--- src/rtl/core_pkg.sv ---
// Shared definitions for the multicycle 64-bit core: widths and fetch-stage state/fault encodings.
package core_pkg;

  localparam int XLEN        = 64;
  localparam int INSTR_BYTES = 4;

  typedef enum logic [2:0] {
    FS_IDLE      = 3'd0,
    FS_REQ       = 3'd1,
    FS_WAIT_KILL = 3'd2,
    FS_DONE      = 3'd3,
    FS_FAULT     = 3'd4
  } fetch_state_t;

  typedef enum logic [1:0] {
    FF_NONE     = 2'd0,
    FF_MISALIGN = 2'd1,
    FF_TIMEOUT  = 2'd2
  } fetch_fault_t;

  function automatic logic is_aligned(input logic [XLEN-1:0] addr);
    return addr[1:0] == 2'b00;
  endfunction

endpackage

--- src/rtl/instr_fetch_64.sv ---
// Fetch stage: owns the fetch PC and runs one imem req/ack transaction per fetch_start,
// with redirect, kill-on-redirect, misalignment and timeout handling.
module instr_fetch_64
  import core_pkg::*;
#(
  parameter logic [63:0] RESET_PC       = 64'h0,
  parameter int unsigned TIMEOUT_CYCLES = 255
) (
  input  logic         clk,
  input  logic         reset,
  input  logic         fetch_start,
  input  logic         redirect_valid,
  input  logic [63:0]  redirect_target,
  output logic         imem_req,
  output logic [63:0]  imem_addr,
  input  logic         imem_ack,
  input  logic [31:0]  imem_rdata,
  output logic         load_ir,
  output logic [31:0]  instruction,
  output logic [63:0]  pc,
  output logic         fetch_busy,
  output logic         fault,
  output logic [1:0]   fault_cause,
  output fetch_state_t dbg_state
);

  localparam logic [7:0] TIMER_LAST = 8'(TIMEOUT_CYCLES - 1);

  // Memory handshake: imem_req stays high with imem_addr frozen until imem_ack is
  // sampled on a rising edge; acks arriving while imem_req is low are ignored.
  fetch_state_t state_q, state_d;
  logic [63:0]  fetch_pc_q, fetch_pc_d;
  logic [63:0]  addr_q, addr_d;
  logic [63:0]  pc_q, pc_d;
  logic [31:0]  instr_q, instr_d;
  logic         req_q, req_d;
  logic         load_ir_q, load_ir_d;
  logic         busy_q, busy_d;
  logic         fault_q, fault_d;
  fetch_fault_t cause_q, cause_d;
  logic         kill_q, kill_d;
  logic [7:0]   timer_q, timer_d;
  logic [63:0]  wk_target;

  always_comb begin
    state_d    = state_q;
    fetch_pc_d = fetch_pc_q;
    addr_d     = addr_q;
    pc_d       = pc_q;
    instr_d    = instr_q;
    req_d      = req_q;
    load_ir_d  = 1'b0;
    fault_d    = fault_q;
    cause_d    = cause_q;
    kill_d     = kill_q;
    timer_d    = timer_q;
    wk_target  = redirect_valid ? redirect_target : fetch_pc_q;

    case (state_q)
      FS_IDLE: begin
        if (redirect_valid) fetch_pc_d = redirect_target;
        if (fetch_start) begin
          if (is_aligned(fetch_pc_q)) begin
            state_d = FS_REQ;
            req_d   = 1'b1;
            addr_d  = fetch_pc_q;
            timer_d = 8'd0;
          end else begin
            state_d = FS_FAULT;
            fault_d = 1'b1;
            cause_d = FF_MISALIGN;
          end
        end
      end
      FS_REQ: begin
        if (imem_ack) begin
          instr_d    = imem_rdata;
          pc_d       = fetch_pc_q;
          fetch_pc_d = redirect_valid ? redirect_target : fetch_pc_q + 64'(INSTR_BYTES);
          req_d      = 1'b0;
          state_d    = FS_DONE;
        end else if (timer_q == TIMER_LAST) begin
          req_d   = 1'b0;
          fault_d = 1'b1;
          cause_d = FF_TIMEOUT;
          state_d = FS_FAULT;
        end else begin
          timer_d = timer_q + 8'd1;
          if (redirect_valid) begin
            fetch_pc_d = redirect_target;
            kill_d     = 1'b1;
            state_d    = FS_WAIT_KILL;
          end
        end
      end
      FS_WAIT_KILL: begin
        // The in-flight word belongs to the squashed path; drain it, then chase the target.
        fetch_pc_d = wk_target;
        if (imem_ack) begin
          kill_d = 1'b0;
          if (is_aligned(wk_target)) begin
            state_d = FS_REQ;
            req_d   = 1'b1;
            addr_d  = wk_target;
            timer_d = 8'd0;
          end else begin
            req_d   = 1'b0;
            fault_d = 1'b1;
            cause_d = FF_MISALIGN;
            state_d = FS_FAULT;
          end
        end else if (timer_q == TIMER_LAST) begin
          req_d   = 1'b0;
          kill_d  = 1'b0;
          fault_d = 1'b1;
          cause_d = FF_TIMEOUT;
          state_d = FS_FAULT;
        end else begin
          timer_d = timer_q + 8'd1;
        end
      end
      FS_DONE: begin
        load_ir_d = 1'b1;
        state_d   = FS_IDLE;
        if (redirect_valid) fetch_pc_d = redirect_target;
      end
      FS_FAULT: begin
        if (redirect_valid && is_aligned(redirect_target)) begin
          fault_d    = 1'b0;
          cause_d    = FF_NONE;
          fetch_pc_d = redirect_target;
          state_d    = FS_IDLE;
        end
      end
      default: state_d = FS_IDLE;
    endcase

    busy_d = (state_d == FS_REQ) || (state_d == FS_WAIT_KILL);
  end

  always_ff @(posedge clk or posedge reset) begin
    if (reset) begin
      state_q    <= FS_IDLE;
      fetch_pc_q <= RESET_PC;
      addr_q     <= RESET_PC;
      pc_q       <= RESET_PC;
      instr_q    <= 32'd0;
      req_q      <= 1'b0;
      load_ir_q  <= 1'b0;
      busy_q     <= 1'b0;
      fault_q    <= 1'b0;
      cause_q    <= FF_NONE;
      kill_q     <= 1'b0;
      timer_q    <= 8'd0;
    end else begin
      state_q    <= state_d;
      fetch_pc_q <= fetch_pc_d;
      addr_q     <= addr_d;
      pc_q       <= pc_d;
      instr_q    <= instr_d;
      req_q      <= req_d;
      load_ir_q  <= load_ir_d;
      busy_q     <= busy_d;
      fault_q    <= fault_d;
      cause_q    <= cause_d;
      kill_q     <= kill_d;
      timer_q    <= timer_d;
    end
  end

  assign imem_req    = req_q;
  assign imem_addr   = addr_q;
  assign load_ir     = load_ir_q;
  assign instruction = instr_q;
  assign pc          = pc_q;
  assign fetch_busy  = busy_q;
  assign fault       = fault_q;
  assign fault_cause = cause_q;
  assign dbg_state   = state_q;

endmodule
--- config.mk ---
export PLATFORM = sky130hd
export DESIGN_NAME = instr_fetch_64
export DESIGN_NICKNAME = d
export VERILOG_FILES = /design/src/rtl/core_pkg.sv /design/src/rtl/instr_fetch_64.sv
export SDC_FILE = /design/constraint.sdc
export NUM_CORES = 1
export LEC_CHECK = 0
export CORE_MARGIN = 2
export CORE_UTILIZATION = 35
export CTS_CLUSTER_SIZE = 25
export DETAILED_ROUTE_END_ITERATION = 10
export PLACE_DENSITY = 0.67
export SYNTH_ARGS = -nofsm -noshare
export SYNTH_HDL_FRONTEND = slang
export SYNTH_SLANG_ARGS = --single-unit
--- constraint.sdc ---
create_clock -name clk -period 13.9 [get_ports clk]
set_clock_uncertainty 0.15 [all_clocks]
set_input_delay 4.17 -clock clk [delete_from_list [all_inputs] [get_ports clk]]
set_output_delay 4.17 -clock clk [all_outputs]
set_load 0.02 [all_outputs]
==> metrics <==
Tcrit/Tclk final=51.8%; Pwr Density=approximately 240 nW/µm²; worst-path cell chain=buf_2, buf_4, or3b_1, o21ai_0, o31a_1, buf_4, nand2_1, a22oi_1, o21ai_0; drt initial violations=1118; LEAKAGE=6.85 nW; IO Pins=270; Power Total=0.00410 W; FP Rows=70; final max-slew violation count=0; Final HPWL DP=33100 µm; I/O Buffers=269; Area after DPL=16100 µm²; CP max-delay cell=nand2_1; number of global-route vias before repair=approximately 12000; Gate power share=between 40% and 50%; Worst Max-Slew Pin Slew=1.12 ns; DRC=0; setup_tns=0 ns; clock sink total=241; Ant. Diodes=0; share of layout cells above drive strength 1=roughly 13%; final hold slack=between 0.3 and 0.4 ns; Commonest cells post-synth=dfrtp_1, nand2_1, o21ai_0; critical path type=in2reg; total iterations of the first detailed-routing run=5; Net Sw Frac=42.6%; core area=36800 µm²; worst path required time=between 10 and 15 ns; CP Max Fanout=39; Buf/Inv on CP=3; Synth area leader=dfrtp_1; Multi-input gate area=6600 µm²; Post-CTS Setup Repair Bufs=0; Final Cell Area=17100 µm²; Synth Net Count=1462; initial core utilization=35.7%; routed via count=12316; flops & latches, synth=241; hold buffer count at CTS=0; die area=around 39000 µm²; Finished Core Util=between 40 and 50%; outcome=completed; initial antenna violation count=0; Seq/Total Area, Yosys=~46%; Async S/R FF share, synth=100%; gr ovfl total=0; VDD IR max=0.126 mV; Post-synth EDFFs=0; area share of the largest cell type after synthesis=45.9%; fillers=3499; cell-internal power=around 0.0024 W; Mean Syn Cell Area=9.68 µm²; Mapped Cells=1358; Synth area leaders=dfrtp_1, mux2_2, mux2i_1; CTS Root Cell=clkbuf_16; fmax=139 MHz; minimum clock period=~7.2 ns; Hold/Removal Path Class=reg2reg; Clk pwr share=19.2%; CTS Buf Count=28; Flop pwr share=roughly a third; Total GRT Usage=about a quarter; largest net degree at the start of global routing=106; Final setup viols=0; first-pass GRT wire length=between 70000 and 80000 µm; Area Overhead vs Synth=30.0%; # Max-Cap Violations=0; unrepaired setup endpoints after global routing=no; CTS tree=yes; Synthesis Warnings=0; Net Sw Power=0.00175 W; Clock Tree Buf Depth=3; CTS clk-pin slew, worst paths=0.07 ns; vias per inst=6.01; drt wl/cell=23.2 µm; Die Ht=~200 µm; number of routed nets with antenna violations=0; H-tree lvl count=1; die width=198 µm; cell area after synthesis=13100 µm²; Main synth FF type=dfrtp_1; fin nets=1665; Post-Route WL=47500 µm; CP max stage delay=0.77 ns; CTS resizes=0; count of different cell masters after synthesis=71; WP data arrival=7.45 ns; worst skew pair latency=0.55 ns; GPL Wtd Cong=0.953; Hold Fails Final Rpt=0; top-count cell post-synth=dfrtp_1; CP Launch Type=primary input; crit-path leading delay family=simple AND/OR/NAND/NOR gates; Register Area=6030 µm²; CP Capture Type=register; slew margin rel.=between 20 and 25%
## layout by cell type (no fill, tap or decap), drive strengths merged, types with 36 or more instances in the layout
cell and n:
o21ai 145, nand3 36, nor2 62, nand4 47
a21oi 56, clkbuf 44, nand2 164, dfrtp 241
mux2i 80, clkdlybuf4s50 268, mux2 108
## path summary, 6_finish.rpt
check | end | startpoint | cells past startpoint | slack, ns
setup / recovery | fetch_pc_q[45] | redirect_valid | 9 | 6.70
hold / removal | imem_addr[13] | imem_addr[13] | 2 | 0.33
setup reg to reg | fetch_pc_q[45] | dbg_state[1] | 8 | 10.30
hold reg to reg | imem_addr[13] | imem_addr[13] | 2 | 0.33
max in group asynchronous | imem_addr[52] | reset | 4 | 7.30
min in group asynchronous | instruction[31] | reset | 2 | 4.02
## stage by stage
stage | setup slack [ns] | instances
floorplan | 2.96 | 1358
global placement | 6.34 | 1999
detailed placement | 6.20 | 1999
CTS | 6.77 | 2048
global route | 6.52 | 2048
finish | 6.70 | 2048
## state kept, by name, summed over array words and instances, names as in the netlist
name and count:
timer_q 8, pc 64, dbg_state 3, imem_req 1, load_ir 1, fault_cause 2, imem_addr 64, fetch_pc_q 64
instruction 32, fault 1, fetch_busy 1
## layer usage
layer | share of wire, % | track usage (%) | up-vias
met2 | 45 | 38.0 | 670
met1 | 42 | 32.1 | 6089
li1 | - | - | 5427
met5 | 0 | 0 | -
met4 | 4.0 | 8.66 | 0
met3 | 9.1 | 5.79 | 130
## layout make-up
type                            count  area share (%)
Clock buffer                       44            5.22
Clock inverter                      5           0.600
Inverter                           13           0.329
Multi-Input combinational cell    989            38.6
Sequential cell                   241            35.3
Tap cell                          468            3.42
Timing Repair Buffer              288            16.6
## worst reg2reg max path, delay by kind of cell, from the launching register on
family | cells | cell delay (ns)
simple gates | 2 | 1.17
compound gates | 4 | 1.12
flops | 1 | 0.38
buf+inv | 2 | 0.63
## power groups by stage
stage / combinational [W] / clock (W) / sequential, W
after CTS: 0.00191 / 0.000804 / 0.00139
after floorplan: 0.000986 / 0 / 0.00147
after detailed placement: 0.00190 / 0 / 0.00140
after global placement: 0.00186 / 0 / 0.00139
final: 0.00192 / 0.000789 / 0.00140
after global routing: 0.00207 / 0.000836 / 0.00144
## cells by family (layout without fill, tap and decap cells)
group,after synthesis,count (layout),synth area share [%]
DFF,241,241,45.9
AOI/OAI and AO/OA,358,358,17.2
muxes,188,188,15.3
xor gates and xnor gates,11,11,0.733
adders and majority gates,3,3,0.286
buffers and inverters,128,350,4.25
and+or+nand+nor,429,429,16.3
Power figures use the tool's default switching activity.
